### src/rtl/txq_pkg.sv
// Shared types and constants for the UART transmit queue.
package txq_pkg;

  typedef enum logic [2:0] {
    ST_IDLE   = 3'd0,
    ST_LAUNCH = 3'd1,
    ST_ACK    = 3'd2,
    ST_DONE   = 3'd3,
    ST_GAP    = 3'd4
  } txq_state_e;

  localparam logic [7:0] ASCII_CR = 8'h0D;
  localparam logic [7:0] ASCII_LF = 8'h0A;

  typedef struct packed {
    logic       go;
    logic       pop;
    logic [7:0] data;
  } txq_launch_t;

endpackage

### src/rtl/txq_ram.sv
// DEPTH x 8 register file: one synchronous write port, one asynchronous read port.
module txq_ram #(
  parameter int DEPTH = 16,
  parameter int AW    = 4
) (
  input  logic          clk,
  input  logic          we_i,
  input  logic [AW-1:0] waddr_i,
  input  logic [7:0]    wdata_i,
  input  logic [AW-1:0] raddr_i,
  output logic [7:0]    rdata_o
);

  logic [7:0] mem_q [DEPTH];

  always_ff @(posedge clk) begin
    if (we_i) mem_q[waddr_i] <= wdata_i;
  end

  assign rdata_o = mem_q[raddr_i];

endmodule

### src/rtl/uart_tx_queue.sv
// Byte FIFO between the display formatter and uart_tx, with a launch/ack FSM.
// Define TXQ_CRLF_EN to insert a CR ahead of any LF not already preceded by one.
module uart_tx_queue
  import txq_pkg::*;
#(
  parameter int DEPTH    = 16,
  parameter int AW       = 4,
  parameter int ACK_WAIT = 4
) (
  input  logic        clk,
  input  logic        rst_n,
  input  logic        flush,
  input  logic [7:0]  wr_data,
  input  logic        wr_valid,
  output logic        fmt_busy,
  output logic        overflow,
  output logic [AW:0] level,
  output logic        empty,
  output logic        idle,
  output logic        tx_start,
  output logic [7:0]  tx_data,
  input  logic        tx_busy
);

  localparam logic [AW:0] FULL_LVL = (AW+1)'(DEPTH);
  localparam logic [AW:0] BUSY_LVL = (AW+1)'(DEPTH-1);
  localparam int          CW       = (ACK_WAIT > 1) ? $clog2(ACK_WAIT) : 1;
  localparam logic [CW-1:0] ACK_LAST = CW'(ACK_WAIT-1);

  txq_state_e    state_q, state_d;
  logic [AW-1:0] wr_ptr_q, rd_ptr_q;
  logic [AW:0]   level_q;
  logic          overflow_q;
  logic          tx_start_q;
  logic [7:0]    tx_data_q;
  logic [CW-1:0] ack_cnt_q;
  logic [7:0]    head;
  logic          wr_acc, wr_drop;
  txq_launch_t   lau;

  // Acceptance uses the registered level only; a same-cycle pop never frees a slot.
  assign wr_acc  = wr_valid && !flush && (level_q < FULL_LVL);
  assign wr_drop = wr_valid && !flush && (level_q >= FULL_LVL);

  txq_ram #(.DEPTH(DEPTH), .AW(AW)) u_ram (
    .clk     (clk),
    .we_i    (wr_acc),
    .waddr_i (wr_ptr_q),
    .wdata_i (wr_data),
    .raddr_i (rd_ptr_q),
    .rdata_o (head)
  );

`ifdef TXQ_CRLF_EN
  logic last_cr_q;

  always_ff @(posedge clk or negedge rst_n) begin
    if (!rst_n)      last_cr_q <= 1'b0;
    else if (flush)  last_cr_q <= 1'b0;
    else if (lau.go) last_cr_q <= (lau.data == ASCII_CR);
  end
`endif

  // Output/launch decision for the IDLE state.
  always_comb begin
    lau = '0;
    if (state_q == ST_IDLE && !empty && !tx_busy) begin
      lau.go   = 1'b1;
      lau.pop  = 1'b1;
      lau.data = head;
`ifdef TXQ_CRLF_EN
      if (head == ASCII_LF && !last_cr_q) begin
        lau.pop  = 1'b0;
        lau.data = ASCII_CR;
      end
`endif
    end
  end

  always_comb begin
    state_d = state_q;
    case (state_q)
      ST_IDLE:   if (lau.go) state_d = ST_LAUNCH;
      ST_LAUNCH: state_d = ST_ACK;
      ST_ACK: begin
        if (tx_busy)                    state_d = ST_DONE;
        else if (ack_cnt_q == ACK_LAST) state_d = ST_IDLE;
      end
      ST_DONE:   if (!tx_busy) state_d = ST_GAP;
      ST_GAP:    state_d = ST_IDLE;
      default:   state_d = ST_IDLE;
    endcase
  end

  always_ff @(posedge clk or negedge rst_n) begin
    if (!rst_n) state_q <= ST_IDLE;
    else        state_q <= state_d;
  end

  always_ff @(posedge clk or negedge rst_n) begin
    if (!rst_n) begin
      tx_start_q <= 1'b0;
      tx_data_q  <= 8'h00;
      ack_cnt_q  <= '0;
    end else begin
      tx_start_q <= lau.go;
      if (lau.go) tx_data_q <= lau.data;
      ack_cnt_q  <= (state_q == ST_ACK) ? ack_cnt_q + CW'(1) : '0;
    end
  end

  // Flush resets storage bookkeeping only; an in-flight byte keeps its FSM path.
  always_ff @(posedge clk or negedge rst_n) begin
    if (!rst_n) begin
      wr_ptr_q   <= '0;
      rd_ptr_q   <= '0;
      level_q    <= '0;
      overflow_q <= 1'b0;
    end else if (flush) begin
      wr_ptr_q   <= '0;
      rd_ptr_q   <= '0;
      level_q    <= '0;
      overflow_q <= 1'b0;
    end else begin
      if (wr_acc)  wr_ptr_q <= wr_ptr_q + AW'(1);
      if (lau.pop) rd_ptr_q <= rd_ptr_q + AW'(1);
      case ({wr_acc, lau.pop})
        2'b10:   level_q <= level_q + (AW+1)'(1);
        2'b01:   level_q <= level_q - (AW+1)'(1);
        default: level_q <= level_q;
      endcase
      if (wr_drop) overflow_q <= 1'b1;
    end
  end

  assign level    = level_q;
  assign empty    = (level_q == '0);
  assign fmt_busy = (level_q >= BUSY_LVL);
  assign overflow = overflow_q;
  assign idle     = empty && (state_q == ST_IDLE) && !tx_busy;
  assign tx_start = tx_start_q;
  assign tx_data  = tx_data_q;

endmodule

### config.mk
export PLATFORM = sky130hd
export DESIGN_NAME = uart_tx_queue
export DESIGN_NICKNAME = d
export VERILOG_FILES = /design/src/rtl/txq_pkg.sv /design/src/rtl/txq_ram.sv /design/src/rtl/uart_tx_queue.sv
export SDC_FILE = /design/constraint.sdc
export NUM_CORES = 1
export LEC_CHECK = 0
export ABC_CLOCK_PERIOD_IN_PS = 4950
export CAP_MARGIN = 20
export CORE_MARGIN = 5
export CORE_UTILIZATION = 64
export DETAILED_ROUTE_END_ITERATION = 6
export PLACE_DENSITY = 0.84
export SLEW_MARGIN = 20
export SYNTH_ARGS = -nofsm -noshare
export SYNTH_HDL_FRONTEND = slang
export SYNTH_HIERARCHICAL = 1
export SYNTH_SLANG_ARGS = --single-unit
export TNS_END_PERCENT = 10
### constraint.sdc
create_clock -name clk -period 4.95 [get_ports clk]
set_input_delay 0.7425 -clock clk [delete_from_list [all_inputs] [get_ports clk]]
set_output_delay 0.7425 -clock clk [all_outputs]
set_load 0.01 [all_outputs]
==> Word level (Yosys, flattened, before mapping) <==
Memories as Yosys holds them, arrays and structs flattened. A register that Yosys moved wholly into a read port is not among the register bits.
Index checks and enable logic that the tools add are counted.
{ "word_totals": {"regBits": 20, "ramBits": 128, "wordCells": 60, "memories": 1} }
{ "mem_list": {"columns": ["name", "depth", "word_bits", "rd", "rd_ports_with_merged_regs", "wr", "line_no", "text"], "rows": [
  ["u_ram.mem_q", 16, 8, 1, 1, 1, "txq_ram.sv:14", "logic [7:0] mem_q [DEPTH];"]
]} }
{ "op_classes": {"n_addsub": 5, "n_lt_le_gt_ge": 3, "eq_ne": 9, "mux": 17, "n_reduce_logical": 18} }
{ "op_table": {"columns": ["operator", "n"], "rows": [
  ["4-bit two-way mux", 4],
  ["3-bit two-way mux", 4],
  ["3-bit case mux with 4 select lines", 1],
  ["10-bit two-way mux", 1],
  ["5-bit case mux with 2 select lines", 1],
  ["4-bit by 1-bit adder with 4-bit output, second input constant", 2],
  ["1-bit logical AND", 7],
  ["3-bit by 2-bit equality test with 1-bit output, second input constant", 2],
  ["2-bit nonzero test", 3],
  ["5-bit by 1-bit adder with 5-bit output, second input constant", 1],
  ["5-bit by 4-bit >= comparator with 1-bit output, second input constant", 1],
  ["5-bit >= comparator, second input constant", 1],
  ["5-bit zero test", 1],
  ["5-bit less-than comparator, second input constant", 1],
  ["5-bit two-way mux", 1],
  ["5-bit by 1-bit subtractor with 5-bit output, second input constant", 1],
  ["2-bit equality test, second input constant", 2],
  ["1-bit zero test", 4],
  ["1-bit two-way mux", 4],
  ["2-bit inequality test, second input constant", 2],
  ["3-bit by 1-bit equality test with 1-bit output, second input constant", 1],
  ["3-bit zero test", 1],
  ["3-bit inequality test, second input constant", 1],
  ["3-bit AND reduction", 1],
  ["4 further kinds", 4]
]} }

==> Depth between registers and ports, before layout <==
{ "depth": {"depth_word": 8, "depth_mapped": 10, "mapped_depth_nobuf": 9} }

==> Hierarchy <==
The synthesis kept the hierarchy.
{ "by_module_without_submodules": {"columns": ["module", "instances", "cells_each", "area_each_um2", "seq_area_each_um2"], "rows": [
  ["txq_ram", 1, 221, 4987.3, 3843.7],
  ["uart_tx_queue", 1, 141, 1412.6, 700.7]
]} }

==> Worst setup path after synthesis <==
Ideal clock, no wire load.
{ "synth_timing": {"path_type": "input-to-reg", "startpoint": "input flush", "endpoint": "memory u_ram.mem_q[0][0], enable pin", "t_arrival_ps": 2605, "setup_slack_ps": 1962, "stages": 4, "cell_sequence": "clkbuf_1 nor3b_1 or3b_2 nor3_1"} }
{ "synth_via": {"elab_chain_cells": 5} }
{ "synth_rtl": {"columns": ["item", "line_no", "text"], "rows": [
  ["start: declaration", "uart_tx_queue.sv:12", "input logic flush,"],
  ["1-bit zero test", "uart_tx_queue.sv:42", "assign wr_acc = wr_valid && !flush && (level_q < FULL_LVL);"],
  ["1-bit logical AND (2 in a row)", "uart_tx_queue.sv:42", null],
  ["named net wr_acc", "uart_tx_queue.sv:38", "logic wr_acc, wr_drop;"],
  ["1-bit two-way mux", "txq_ram.sv:17", "if (we_i) mem_q[waddr_i] <= wdata_i;"],
  ["1-bit two-way mux (not written as such)", "txq_ram.sv:17", null],
  ["end: declaration", "txq_ram.sv:14", null]
]} }
The timed path passes the listed nets, and every way through them passes these cells.

==> Final worst setup path <==
{ "layout_timing": {"startpoint": "input tx_busy", "endpoint": "output idle"} }
{ "layout_via": {"elab_chain_cells": 2} }
{ "layout_rtl": {"columns": ["item", "line_no", "text"], "rows": [
  ["start: declaration", "uart_tx_queue.sv:22", "input logic tx_busy"],
  ["1-bit zero test", "uart_tx_queue.sv:140", "assign idle = empty && (state_q == ST_IDLE) && !tx_busy;"],
  ["1-bit logical AND", "uart_tx_queue.sv:140", null],
  ["end: declaration", "uart_tx_queue.sv:19", "output logic idle,"]
]} }
Every way passes these cells.

==> impl_metrics.tcl <==
set metrics [dict create \
    clock-root-buffer "sky130_fd_sc_hd__clkbuf_8" \
    fp.dieH_um 110 \
    final_cell_count_without_fillers 548 \
    relSlewSlack 0.344 \
    combinationalPowerShare 0.154 \
    seq_power_share 0.470 \
    cts.repair_timing.setup_buffer_count 0 \
    netlist_instances 362 \
    setup_viol_count_final 0 \
    ant_nets 0 \
    startpoint_type "input port" \
    wire_per_inst_um 23.0 \
    dr.pass1.iters 5 \
    grt_start_max_net_pins 36 \
    ys_seq_elements 156 \
    grt_util_all_layers 0.230 \
    ant_cells 0 \
    hold_buffers 0 \
    fillers 539 \
    max_freq_ghz 0.303 \
    synth_xor_area_frac 0.0152 \
    number_of_nets_in_the_layout 420 \
    multi_input_area_um2 1730 \
    synth_cell_types 48 \
    area_growth_from_synthesis_to_layout_pct 15.7 \
    synth-warning-count 6 \
    cell_internal_pwr_mw 2.52 \
    drt-total-wl_um 12600 \
    drcViolationCount 0 \
    synth_simple_gate_area_share 0.0751 \
    largest_fanout_of_any_net_on_the_critical_path 6 \
    power_per_cell_area_nw_per_um2 461 \
    synth.avg_cell_area_um2 17.7 \
    syn_nets 380 \
    cap_viol_max_count 0 \
    synth_sequential_area_ratio 0.710 \
    cts_max_path_buffers 2 \
    cts_num_sinks 156 \
    io_buffer_count 30 \
    tritoncts.num_buffers 17 \
    synthAdderAreaFrac 0.00978 \
    layout-drive-gt1-share 0.154 \
    place.gp.congestion 0.817 \
    post_synth_mux_area_share 0.127 \
    dr_total_vias 3519 \
    count_of_pins_over_their_slew_limit 0 \
    clk-insertion-delay-late_ns 0.53 \
    placed_instances 516 \
    final_area_um2 7410 \
    cts_htree_levels 4 \
    tritoncts_clock_tree "yes" \
    p_leak_nw 2.57 \
    worstHoldPathType "register to register" \
    rsz0062_at_grt "false" \
    ir_worst_vdd_uv 420 \
    layout.cells.most_common_list "sky130_fd_sc_hd__edfxtp_1 (128), sky130_fd_sc_hd__nand2_1 (40), sky130_fd_sc_hd__clkdlybuf4s50_1 (30)" \
    crit_arrival_ns 2.56 \
    crit_path_end_kind "output pin" \
    power.net_switching_mw 0.901 \
    final.period_utilization 0.667 \
    grt_pass1_wl_um 19900 \
    initial_utilization 0.655 \
    hpwlAfterDp_um 7740 \
    share_of_synthesized_flip_flops_with_an_asynchronous_set_or_reset 0.179 \
    synth_enable_flop_cells 128 \
    area_of_the_die_um2 12100 \
    period_needed_ns 3.30 \
    power.switching_fraction 0.264 \
    fp-row-count 36 \
    synth_compound_gate_area_share 0.0424 \
    number_of_global_route_vias_before_repair 3541 \
    cts.reportedPaths.clkPinSlew_ns 0.07 \
    layout_commonest_cell "sky130_fd_sc_hd__edfxtp_1" \
    grt_antenna_before_repair 0 \
    outcome "complete, no violations" \
    mappedNetlistArea_um2 6400 \
    ys_dominant_reg_cell "sky130_fd_sc_hd__edfxtp_1" \
    synth_top_family_by_area "multiplexers" \
    worst_clock_skew_ns 0.0108 \
    floorplan.die.width_um 110 \
    num_io_pins 31 \
    fin_setup_tns_ns 0 \
    cts-resized-gates 0 \
    crit_type "input port to output pin" \
    floorplan.core_area_um2 9770 \
    clockPowerShare 0.376 \
    post_dp_cell_area_um2 6810 \
    tightest_slew_ns 0.983 \
    cp_data_required_time_ns 4.21 \
    final-seq-area_um2 4550 \
    hold_slack_final_ns 0.455 \
    grt_overflow 0 \
    number_of_drc_markers_after_the_initial_detailed_route_iteration 324 \
    route.detailed.vias_per_inst 6.42 \
    report.final.hold_viol_count 0 \
]
final timing paths:
| kind | start | to | slack (ns) | depth (start not counted) |
|---|---|---|---|---|
| max in group asynchronous | rst_n | rd_ptr_q[0]$_DFFE_PN0P_ | 4.06 | 2 |
| setup / recovery | tx_busy | idle | 1.65 | 4 |
| hold / removal | ack_cnt_q[0]$_DFF_PN0_ | ack_cnt_q[0]$_DFF_PN0_ | 0.45 | 1 |
| hold reg to reg | ack_cnt_q[0]$_DFF_PN0_ | ack_cnt_q[0]$_DFF_PN0_ | 0.45 | 1 |
| setup reg to reg | state_q[1]$_DFFE_PN0P_ | level[4]$_DFFE_PN0P_ | 1.95 | 9 |
| min in group asynchronous | rst_n | level[2]$_DFFE_PN0P_ | 0.59 | 2 |
flip-flops by register name, indices dropped and copies added (netlist names):
signal,count
tx_data,8
state_q,3
rd_ptr_q,4
level,5
tx_start,1
ack_cnt_q,2
overflow,1
u_ram/mem_q,128
wr_ptr_q,4
per-stage QoR:
step | worst slack (ns) | utilization | power [mW]
after CTS | 1.66 | 0.757 | 3.43
after global placement | 1.51 | 0.697 | 2.13
after global routing | 1.56 | 0.758 | 3.55
final | 1.65 | 0.758 | 3.42
after detailed placement | 1.32 | 0.697 | 2.15
after floorplan | 1.96 | - | 1.95
power groups by stage:
stage / clock network [mW] / registers (mW) / logic, mW
after global placement: 0 / 1.63 / 0.503
after floorplan: 0 / 1.60 / 0.351
after detailed placement: 0 / 1.63 / 0.520
after global routing: 1.36 / 1.62 / 0.569
final: 1.28 / 1.61 / 0.525
after CTS: 1.30 / 1.61 / 0.527
Yosys cell counts, types with 2 or more instances:
| cell type | n | area share |
|---|---|---|
| sky130_fd_sc_hd__nor3b_1 | 2 | 0.0023 |
| sky130_fd_sc_hd__mux2i_1 | 3 | 0.0047 |
| sky130_fd_sc_hd__xnor2_1 | 3 | 0.0041 |
| sky130_fd_sc_hd__buf_2 | 5 | 0.0039 |
| sky130_fd_sc_hd__nand3b_1 | 2 | 0.0023 |
| sky130_fd_sc_hd__xor2_1 | 5 | 0.0068 |
| sky130_fd_sc_hd__a211oi_1 | 3 | 0.0035 |
| sky130_fd_sc_hd__nand3_1 | 2 | 0.0016 |
| sky130_fd_sc_hd__nor4b_1 | 2 | 0.0027 |
| sky130_fd_sc_hd__nor3_1 | 7 | 0.0055 |
| sky130_fd_sc_hd__mux4_2 | 18 | 0.063 |
| sky130_fd_sc_hd__a21oi_1 | 4 | 0.0031 |
| sky130_fd_sc_hd__a31oi_1 | 2 | 0.0020 |
| sky130_fd_sc_hd__inv_1 | 2 | 0.0012 |
| sky130_fd_sc_hd__a211o_1 | 2 | 0.0027 |
| sky130_fd_sc_hd__edfxtp_1 | 128 | 0.60 |
| sky130_fd_sc_hd__buf_6 | 3 | 0.0053 |
| sky130_fd_sc_hd__or4_1 | 2 | 0.0023 |
| sky130_fd_sc_hd__nor4_1 | 2 | 0.0020 |
| sky130_fd_sc_hd__nor2_1 | 28 | 0.016 |
| sky130_fd_sc_hd__ha_1 | 5 | 0.0098 |
| sky130_fd_sc_hd__clkdlybuf4s25_2 | 3 | 0.0047 |
| sky130_fd_sc_hd__dfrtp_1 | 28 | 0.11 |
| sky130_fd_sc_hd__nor2b_1 | 2 | 0.0020 |
| sky130_fd_sc_hd__o21ai_0 | 2 | 0.0016 |
| sky130_fd_sc_hd__a22oi_1 | 16 | 0.019 |
| sky130_fd_sc_hd__nand4_1 | 2 | 0.0020 |
| sky130_fd_sc_hd__clkbuf_1 | 5 | 0.0029 |
| sky130_fd_sc_hd__nand2b_1 | 2 | 0.0020 |
| sky130_fd_sc_hd__mux4_1 | 14 | 0.057 |
| sky130_fd_sc_hd__nor4bb_1 | 2 | 0.0031 |
| sky130_fd_sc_hd__nand2_1 | 40 | 0.023 |
area by class of cell:
cell class,instances,share of cell area
timing repair buffer,38,0.0487
sequential,156,0.614
multi-input combinational,186,0.233
clock buffer,17,0.0559
clock inverter,15,0.0238
tap,133,0.0225
inverter,3,0.00186
metal layers:
metal	track usage	vias up	share of wire
met5	0	-	0
met4	0.0623	0	0.016
met3	0.0559	22	0.075
met2	0.376	170	0.51
met1	0.314	1803	0.40
li1	-	1524	-
kinds of logic after synthesis:
kind of cell               after synthesis
xor gates and xnor gates                 9
muxes                                   36
buffers and inverters                   20
adders and majority gates                5
AOI/OAI and AO/OA                       35
DFF                                    156
and+or+nand+nor                        101
critical path: stages:
cell and delay, ns:
sky130_fd_sc_hd__clkdlybuf4s50_1 0.49, sky130_fd_sc_hd__or4_1 0.59, sky130_fd_sc_hd__nor3_1 0.18, sky130_fd_sc_hd__clkdlybuf4s50_1 0.56
Power figures use the tool's default switching activity.
